## src/rtl/lsnn_dec_pkg.sv

```systemverilog
`default_nettype none
// ============================================================================
// Module   : lsnn_dec_pkg
// Purpose  : Shared types and constants for the LSNN spike decoder.
// Revision : 1.0 - initial release
// ============================================================================
package lsnn_dec_pkg;

    // Default build-time sizes of the decoder.
    localparam int DEF_WIN_LEN = 64;
    localparam int DEF_CNT_W   = 8;
    localparam int DEF_ISI_W   = 8;
    localparam int DEF_THR_W   = 8;

    // All-ones minimum-ISI sentinel meaning no interval was measured.
    localparam logic [DEF_ISI_W-1:0] MIN_ISI_NONE = '1;

    // Decoder control state.
    typedef enum logic [0:0] {
        IDLE  = 1'b0,
        ACCUM = 1'b1
    } state_t;

    // One window result at the default widths, packed in slot order.
    typedef struct packed {
        logic [DEF_CNT_W-1:0] count;
        logic [DEF_ISI_W-1:0] min_isi;
        logic [DEF_THR_W-1:0] thr_max;
    } result_t;

endpackage
`default_nettype wire

```

## src/rtl/lsnn_result_slot.sv

```systemverilog
`default_nettype none
// ============================================================================
// Module   : lsnn_result_slot
// Purpose  : Single-entry valid/ready holding register. A load into a full,
//            unaccepted slot is discarded and flagged by a sticky drop bit.
// Revision : 1.0 - initial release
// ============================================================================
module lsnn_result_slot
    import lsnn_dec_pkg::*;
#(
    parameter int DATA_W = 24
) (
    input  logic              clk,
    input  logic              rst,
    input  logic              i_load,
    input  logic [DATA_W-1:0] i_load_data,
    input  logic              i_ready,
    output logic              o_valid,
    output logic [DATA_W-1:0] o_data,
    output logic              o_drop
);

    logic              r_valid;
    logic [DATA_W-1:0] r_data;
    logic              r_drop;

    // Load, accept and overflow tracking; a handshake in the load cycle frees the slot.
    always_ff @(posedge clk or posedge rst) begin
        if (rst) begin
            r_valid <= 1'b0;
            r_data  <= '0;
            r_drop  <= 1'b0;
        end else if (i_load) begin
            if (!r_valid || i_ready) begin
                r_data  <= i_load_data;
                r_valid <= 1'b1;
            end else begin
                r_drop  <= 1'b1;
            end
        end else if (r_valid && i_ready) begin
            r_valid <= 1'b0;
        end
    end

    assign o_valid = r_valid;
    assign o_data  = r_data;
    assign o_drop  = r_drop;

endmodule
`default_nettype wire

```

## src/rtl/lsnn_spike_decoder.sv

```systemverilog
`default_nettype none
// ============================================================================
// Module   : lsnn_spike_decoder
// Purpose  : Reduces the neuron spike/threshold stream over fixed windows to
//            spike count, minimum inter-spike interval and peak threshold.
// Revision : 1.0 - initial release
// ============================================================================
module lsnn_spike_decoder
    import lsnn_dec_pkg::*;
#(
    parameter int WIN_LEN = DEF_WIN_LEN,
    parameter int CNT_W   = DEF_CNT_W,
    parameter int ISI_W   = DEF_ISI_W,
    parameter int THR_W   = DEF_THR_W
) (
    input  logic             clk,
    input  logic             rst,
    input  logic             en,
    input  logic             spike_in,
    input  logic [THR_W-1:0] thr_in,
    output logic             out_valid,
    input  logic             out_ready,
    output logic [CNT_W-1:0] out_count,
    output logic [ISI_W-1:0] out_min_isi,
    output logic [THR_W-1:0] out_thr_max,
    output logic             out_drop,
    output logic             busy
);

    localparam int                 c_WIN_W    = (WIN_LEN > 1) ? $clog2(WIN_LEN) : 1;
    localparam logic [c_WIN_W-1:0] c_WIN_LAST = c_WIN_W'(WIN_LEN - 1);
    localparam logic [CNT_W-1:0]   c_CNT_MAX  = '1;
    localparam logic [ISI_W-1:0]   c_ISI_MAX  = '1;
    localparam int                 c_DATA_W   = CNT_W + ISI_W + THR_W;

    state_t             r_state;
    logic [c_WIN_W-1:0] r_win_cnt;
    logic [CNT_W-1:0]   r_spike_cnt;
    logic [THR_W-1:0]   r_thr_max;
    logic [ISI_W-1:0]   r_min_isi;
    logic [ISI_W-1:0]   r_isi_cnt;
    logic               r_seen_first;

    logic               w_sample;
    logic               w_last;
    logic [CNT_W-1:0]   w_cnt_acc;
    logic [THR_W-1:0]   w_thr_acc;
    logic [ISI_W-1:0]   w_min_acc;
    logic [ISI_W-1:0]   w_isi_nxt;
    logic [c_DATA_W-1:0] w_slot_data;

    // Window statistics with this cycle's sample folded in.
    always_comb begin
        w_sample  = (r_state == ACCUM) && en;
        w_last    = w_sample && (r_win_cnt == c_WIN_LAST);
        w_cnt_acc = (spike_in && (r_spike_cnt != c_CNT_MAX)) ? r_spike_cnt + CNT_W'(1) : r_spike_cnt;
        w_thr_acc = (thr_in > r_thr_max) ? thr_in : r_thr_max;
        w_min_acc = (spike_in && r_seen_first && (r_isi_cnt < r_min_isi)) ? r_isi_cnt : r_min_isi;
        // Distance to the next sample: 1 just after a spike, otherwise one more, saturating.
        if (spike_in) begin
            w_isi_nxt = ISI_W'(1);
        end else if (r_isi_cnt != c_ISI_MAX) begin
            w_isi_nxt = r_isi_cnt + ISI_W'(1);
        end else begin
            w_isi_nxt = r_isi_cnt;
        end
    end

    // Control FSM, window counter, accumulators and ISI tracker.
    always_ff @(posedge clk or posedge rst) begin
        if (rst) begin
            r_state      <= IDLE;
            r_win_cnt    <= '0;
            r_spike_cnt  <= '0;
            r_thr_max    <= '0;
            r_min_isi    <= c_ISI_MAX;
            r_isi_cnt    <= '0;
            r_seen_first <= 1'b0;
        end else begin
            case (r_state)
                IDLE: begin
                    if (en) begin
                        r_state <= ACCUM;
                    end
                end
                ACCUM: begin
                    if (!en) begin
                        // Abandon the partial window and forget spike history.
                        r_state      <= IDLE;
                        r_win_cnt    <= '0;
                        r_spike_cnt  <= '0;
                        r_thr_max    <= '0;
                        r_min_isi    <= c_ISI_MAX;
                        r_isi_cnt    <= '0;
                        r_seen_first <= 1'b0;
                    end else begin
                        // ISI history carries across window boundaries.
                        r_isi_cnt <= w_isi_nxt;
                        if (spike_in) begin
                            r_seen_first <= 1'b1;
                        end
                        if (w_last) begin
                            r_win_cnt   <= '0;
                            r_spike_cnt <= '0;
                            r_thr_max   <= '0;
                            r_min_isi   <= c_ISI_MAX;
                        end else begin
                            r_win_cnt   <= r_win_cnt + c_WIN_W'(1);
                            r_spike_cnt <= w_cnt_acc;
                            r_thr_max   <= w_thr_acc;
                            r_min_isi   <= w_min_acc;
                        end
                    end
                end
                default: r_state <= IDLE;
            endcase
        end
    end

    assign w_slot_data = {w_cnt_acc, w_min_acc, w_thr_acc};

    lsnn_result_slot #(
        .DATA_W (c_DATA_W)
    ) u_slot (
        .clk         (clk),
        .rst         (rst),
        .i_load      (w_last),
        .i_load_data (w_slot_data),
        .i_ready     (out_ready),
        .o_valid     (out_valid),
        .o_data      ({out_count, out_min_isi, out_thr_max}),
        .o_drop      (out_drop)
    );

    assign busy = (r_state == ACCUM);

endmodule
`default_nettype wire

```

## config.mk

```make
export PLATFORM = sky130hd
export DESIGN_NAME = lsnn_spike_decoder
export DESIGN_NICKNAME = d
export VERILOG_FILES = /design/src/rtl/lsnn_dec_pkg.sv /design/src/rtl/lsnn_result_slot.sv /design/src/rtl/lsnn_spike_decoder.sv
export SDC_FILE = /design/constraint.sdc
export NUM_CORES = 1
export LEC_CHECK = 0
export CAP_MARGIN = 5
export CORE_MARGIN = 2
export CORE_UTILIZATION = 55
export DETAILED_ROUTE_END_ITERATION = 6
export HOLD_SLACK_MARGIN = 0.03
export PLACE_DENSITY_LB_ADDON = 0.2
export SYNTH_ARGS = -nofsm -noshare
export SYNTH_HDL_FRONTEND = slang
export SYNTH_SLANG_ARGS = --single-unit
```

## constraint.sdc

```tcl
create_clock -name clk -period 2.6 [get_ports clk]
set_input_delay 0.26 -clock clk [delete_from_list [all_inputs] [get_ports clk]]
set_output_delay 0.26 -clock clk [all_outputs]
set_load 0.02 [all_outputs]
```

==> run metrics, run 1 <==
status finished clean; Final Hold Viols 0; skew final 0.0115 ns; Fmax 442 MHz; Max H-tree Level 3; Initial Util 56.4%; Root Driver clkbuf_8; Horiz. Die Dim 84.3 um; Inst Count DP 463; RSZ-0062 raised after global routing false; GR Util All Layers 22.1%; first-pass GRT wire length 12,400 um; clk_lat worst skew 0.35 ns; Port Buffer Count 39; TNS Setup 0 ns; R2R Path Start r_min_isi[7]$_DFFE_PP1P_; synth unique cells 52; Setup Buffers After CTS 0; TritonCTS sink count 66; number of vias per cell 5.83; final worst slack 0.339 ns; Yosys top cell by area dfrtp_1; Power Density 554 nW/um^2; antenna violations before repair 0; Post-Place Worst Slack 0.307 ns; Tot Pwr 2350 uW; critical path arrival 2.49 ns; Worst Setup SP r_min_isi[7]$_DFFE_PP1P_; number of CTS-inserted buffers 9; period utilization 87.0%; Seq/Total Area, Yosys 46.9%; Ports 40; DR DRC count 0; total vias in the final route 2,787; # hold bufs at CTS 0; fraction of registers with async set/reset 100%; max_cap viols 0; ANT cells 0; PostCTS Resize Cnt 0; Post-layout nets 428; Ys Warns 0; CP required 2.82 ns; hpwl dp 5100 um; gpl congestion 0.903; syn avg cell area 10.1 sq um; Layout Cells excl Fill 478; Post-Syn Area 3540 sq um; Fillers 516; final setup vio count 0; GRT overflow 0; startpoint types flop; crit-path max FO 4; die area 7100 sq um; wire per inst 15.2 um; Leak 0.00191 uW; Site Rows 29; largest net degree at the start of global routing 67; most common cell after layout, fill and taps aside dfrtp_1; Final Max Tran Viols 0; ANT nets after route 0; Routed WL 7270 um; hold crit path type in -> async; Placeable Area 6280 sq um; Mapped Cells 350; Synth Net Count 381; min Tclk post-route 2.26 ns; number of global-route vias before repair 2,657; Post-synth EDFFs 0; drt pass-1 iters 4; DRT iter0 DRCs 168; TritonCTS clock tree built; Reg area 1660 sq um; top cell type's share of synthesized area 41.0%; clock-pin slew on the worst setup and hold paths 0.07 ns; most frequent cells in the layout 58 x dfrtp_1, 39 x clkdlybuf4s50_1, 38 x nand2_1, 21 x inv_1; CTS Buffer Depth 2; Synth Flop Type dfrtp_1; share of cells above drive strength 1 11.2%; crit end category flop; height of the die 84.3 um; area grow syn2layout 20.0%; peak supply drop 0.299 mV; #FFs+latches synth 66; area of the multi-input gates 1720 sq um; crit path kind reg -> reg; Synth area leaders dfrtp_1 41%, ha_1 6.4%, dfstp_2 5.9%; Max-slew headroom 31.0%; actual slew at the worst max-slew pin 1.03 ns
## critical path, stage by stage, from the launching register on
cell and delay, ns:
dfstp_2 0.54, inv_1 0.05, ha_1 0.32, nand3_1 0.08, or3_1 0.38, o211ai_2 0.27, buf_4 0.21, mux2i_1 0.22
o21ai_1 0.08
## metrics by stage
stage | area, sq um | utilization, % | hold slack [ns]
after floorplan | 3540 | - | 0.291
after global placement | 4050 | 64.5 | 0.466
after detailed placement | 4050 | 64.5 | 0.475
after CTS | 4250 | 67.7 | 0.311
after global routing | 4250 | 67.7 | 0.340
final | 4250 | 67.7 | 0.290
## layer usage
layer	up-vias	wire (um)	part of all wire [%]	global-route usage [%]
li1	1365	-	-	-
met1	1346	3540	49	31.2
met2	63	3290	45	33.3
met3	13	270	3.7	3.64
met4	0	171	2.4	10.6
met5	-	0	0	0
## kinds of logic after synthesis
| kind of cell | count (synthesis) | share of synthesized area (%) |
|---|---|---|
| compound gates | 109 | 22.9 |
| xor+xnor | 11 | 2.72 |
| fa+ha+maj | 18 | 6.36 |
| buf+inv | 37 | 4.63 |
| flops | 66 | 46.9 |
| mux | 12 | 3.43 |
| simple gates | 97 | 13.1 |
## sequential cells by signal, indices dropped and copies added (netlist names)
register	flops
busy	1
r_min_isi	8
u_slot.o_valid	1
r_thr_max	8
u_slot.o_drop	1
u_slot.o_data	24
r_win_cnt	6
r_seen_first	1
r_isi_cnt	8
r_spike_cnt	8
## layout make-up
type	count	share of cell area, %
Clock buffer	13	3.97
Timing Repair Buffer	50	11.4
Tap cell	77	2.27
Multi-Input combinational cell	247	40.4
Sequential cell	66	39.1
Inverter	23	2.03
Clock inverter	2	0.824
## power by group
part           total, uW  internal (uW)  leakage (uW)  switching, uW
Combinational        333            151      0.000926            182
Sequential          1130           1080      0.000879           51.1
Clock                890            515      0.000106            375
## path summary, 6_finish.rpt
path | to | slack (ns) | cells past startpoint
worst max register to register | u_slot.o_data[10]$_DFFE_PP0P_ | 0.34 | 8
min in group clk | u_slot.o_data[8]$_DFFE_PP0P_ | 0.48 | 2
max in group asynchronous | r_min_isi[7]$_DFFE_PP1P_ | 1.97 | 3
worst max-delay path | u_slot.o_data[10]$_DFFE_PP0P_ | 0.34 | 8
worst min register to register | u_slot.o_data[8]$_DFFE_PP0P_ | 0.48 | 2
worst min-delay path | u_slot.o_data[12]$_DFFE_PP0P_ | 0.29 | 3
## synthesized netlist by cell type (2+ instances only)
cell type  count
and4_1         2
dfstp_2        8
o22a_1         8
o31ai_1       12
buf_6          2
nand2b_1       7
xor2_1         4
or3_1          4
a21oi_2        2
a21o_1         2
o21ai_1       18
a31oi_1        8
and3_1         3
o21ai_0       12
o211ai_1       8
dfrtp_1       58
mux2i_1       11
xnor2_1        7
o21bai_1       3
clkbuf_1       5
nor2b_1        2
ha_1          18
nor2_1        16
nand4_1        7
nand2_1       38
a21oi_1       12
buf_2          5
nand3_1        9
nor3_1         6
a22o_1        10
inv_1         22
No activity file was read; power rests on OpenSTA's default activity.
==> run 2, diff against run 1 <==
--- a/config.mk
+++ b/config.mk
@@ -7,2 +7,3 @@
 export LEC_CHECK = 0
+export ABC_CLOCK_PERIOD_IN_PS = 2600
 export CAP_MARGIN = 5
@@ -13,2 +14,3 @@
 export PLACE_DENSITY_LB_ADDON = 0.2
+export SLEW_MARGIN = 20
 export SYNTH_ARGS = -nofsm -noshare
--- a/constraint.sdc
+++ b/constraint.sdc
@@ -3,2 +3,2 @@
 set_output_delay 0.26 -clock clk [all_outputs]
-set_load 0.02 [all_outputs]
+set_load 0.01 [all_outputs]
==> run 2 against run 1 <==
Effect of this change:
- non-clock buffer count is the same
- critical path type unchanged
- critical path depth is the same
- sequential power is essentially flat
==> run metrics, run 2 (same netlist as run 1, synthesis figures left out) <==
startpoint types flop; crit end category flop; Final Max Tran Viols 0; Power Density 551 nW/um^2; first-pass GRT wire length 12,700 um; number of CTS-inserted buffers 9; gpl congestion 0.897; CP max stage delay 0.54 ns; number of global-route vias before repair 2,732; Sw Share 26.3%; Max H-tree Level 3; Pint 1720 uW; hold crit path type in -> async; actual slew at the worst max-slew pin 0.967 ns; combinational power share 14.3%; CTS Buffer Depth 2; # hold bufs at CTS 0; crit path kind reg -> reg; CP required 2.82 ns; crit-path cells inv_1 > ha_1 > nand3_1 > or3_1 > o211ai_2 > buf_4 > mux2i_1 > o21ai_1; Root Driver clkbuf_8; clk_lat worst skew 0.35 ns; cell family with most CP delay flip-flops; Fillers 526; most common cell after layout, fill and taps aside dfrtp_1; die area 7100 sq um; Setup Buffers After CTS 0; Site Rows 29; part of the power in registers 48.3%; drt pass-1 iters 4; crit-path max FO 4; TNS Setup 0 ns; Leak 0.00191 uW; max_cap viols 0; Post-layout nets 428; sw power 616 uW; Initial Util 56.4%; final setup vio count 0; critical path depth in cells 8; Fmax 447 MHz; Max-slew headroom 35.4%; Reg area 1660 sq um; Global Route met1 Usage 30.3%; Horiz. Die Dim 84.3 um; period utilization 86.0%; cells on worst reg2reg path 8; GR Util All Layers 22.4%; Ports 40; antenna violations before repair 0; DR DRC count 0; ANT nets after route 0; gr busiest metal met2; TritonCTS clock tree built; Routed WL 7410 um; area grow syn2layout 19.9%; GRT overflow 0; max reg flops 24; status finished clean; RSZ-0062 raised after global routing false; Layout Cells excl Fill 479; Port Buffer Count 39; area of the multi-input gates 1720 sq um; Final Hold Viols 0; Tot Pwr 2340 uW; share of cells above drive strength 1 11.2%; most frequent cells in the layout 58 x dfrtp_1, 39 x clkdlybuf4s50_1, 38 x nand2_1, 21 x inv_1; critical path arrival 2.45 ns; DRT iter0 DRCs 176; ANT cells 0; Worst Path Buf+Inv 2; cell area after layout 4250 sq um; wire per inst 15.5 um; Clock Power Share 37.4%; total vias in the final route 2,806; clock-pin slew on the worst setup and hold paths 0.08 ns; peak supply drop 0.343 mV; Inst Count DP 463; min Tclk post-route 2.24 ns; met3 usage 4.52%; number of vias per cell 5.86; CP max-delay cell dfstp_2; hpwl dp 5180 um; skew final 0.0162 ns; largest net degree at the start of global routing 67; height of the die 84.3 um; PostCTS Resize Cnt 0; GR Util met2 35.5%; Placement Cell Area 4050 sq um; TritonCTS sink count 66; Placeable Area 6280 sq um
==> run 2: cell count changes in the layout (fill, tap and decap cells not counted) <==
cell,before,now
clkbuf_8,12,11
clkbuf_1,1,2
clkinv_2,1,2
==> run 2: layout make-up <==
| cell class | instances | area share (%) |
|---|---|---|
| clock buffers | 13 | 3.74 |
| clock inverters | 3 | 0.943 |
| inverters | 23 | 2.03 |
| multi-input cells | 247 | 40.4 |
| flip-flops and latches | 66 | 39.1 |
| well taps | 77 | 2.27 |
| repair buffers | 50 | 11.4 |
==> run 2: power groups by stage <==
stage	clock network [uW]	logic, uW	registers (uW)
2_1_floorplan	0	246	1130
3_3_place_gp	0	328	1140
3_5_place_dp	0	338	1140
4_1_cts	891	339	1130
5_1_grt	926	381	1140
6_report	875	336	1130
==> run 2: routing by layer <==
layer	wire, um	part of all wire, %	up-vias
met5	0	0	-
met4	119	1.6	0
met1	3510	47	1368
met3	331	4.5	10
li1	-	-	1369
met2	3450	47	59
==> run 2: worst paths after layout <==
check                                              start                            end  slack [ns]
worst max-delay path            r_min_isi[7]$_DFFE_PP1P_  u_slot.o_data[10]$_DFFE_PP0P_        0.36
worst min-delay path                                 rst   u_slot.o_data[5]$_DFFE_PP0P_        0.30
worst max register to register  r_min_isi[7]$_DFFE_PP1P_  u_slot.o_data[10]$_DFFE_PP0P_        0.36
worst min register to register  r_win_cnt[5]$_DFFE_PP0P_       r_win_cnt[5]$_DFFE_PP0P_        0.48
max in group asynchronous                            rst       r_min_isi[1]$_DFFE_PP1P_        1.97
min in group clk                r_win_cnt[5]$_DFFE_PP0P_       r_win_cnt[5]$_DFFE_PP0P_        0.48
==> run 2: metrics by stage <==
stage	hold slack [ns]	util, %	setup slack, ns
CTS	0.324	67.6	0.350
global placement	0.466	64.5	0.352
floorplan	0.291	-	0.598
finish	0.302	67.6	0.364
detailed placement	0.473	64.5	0.306
global route	0.354	67.6	0.225
==> run 2: worst min-delay path: stages <==
cell and delay, ns:
clkdlybuf4s50_1 0.41, inv_2 0.07, buf_12 0.30
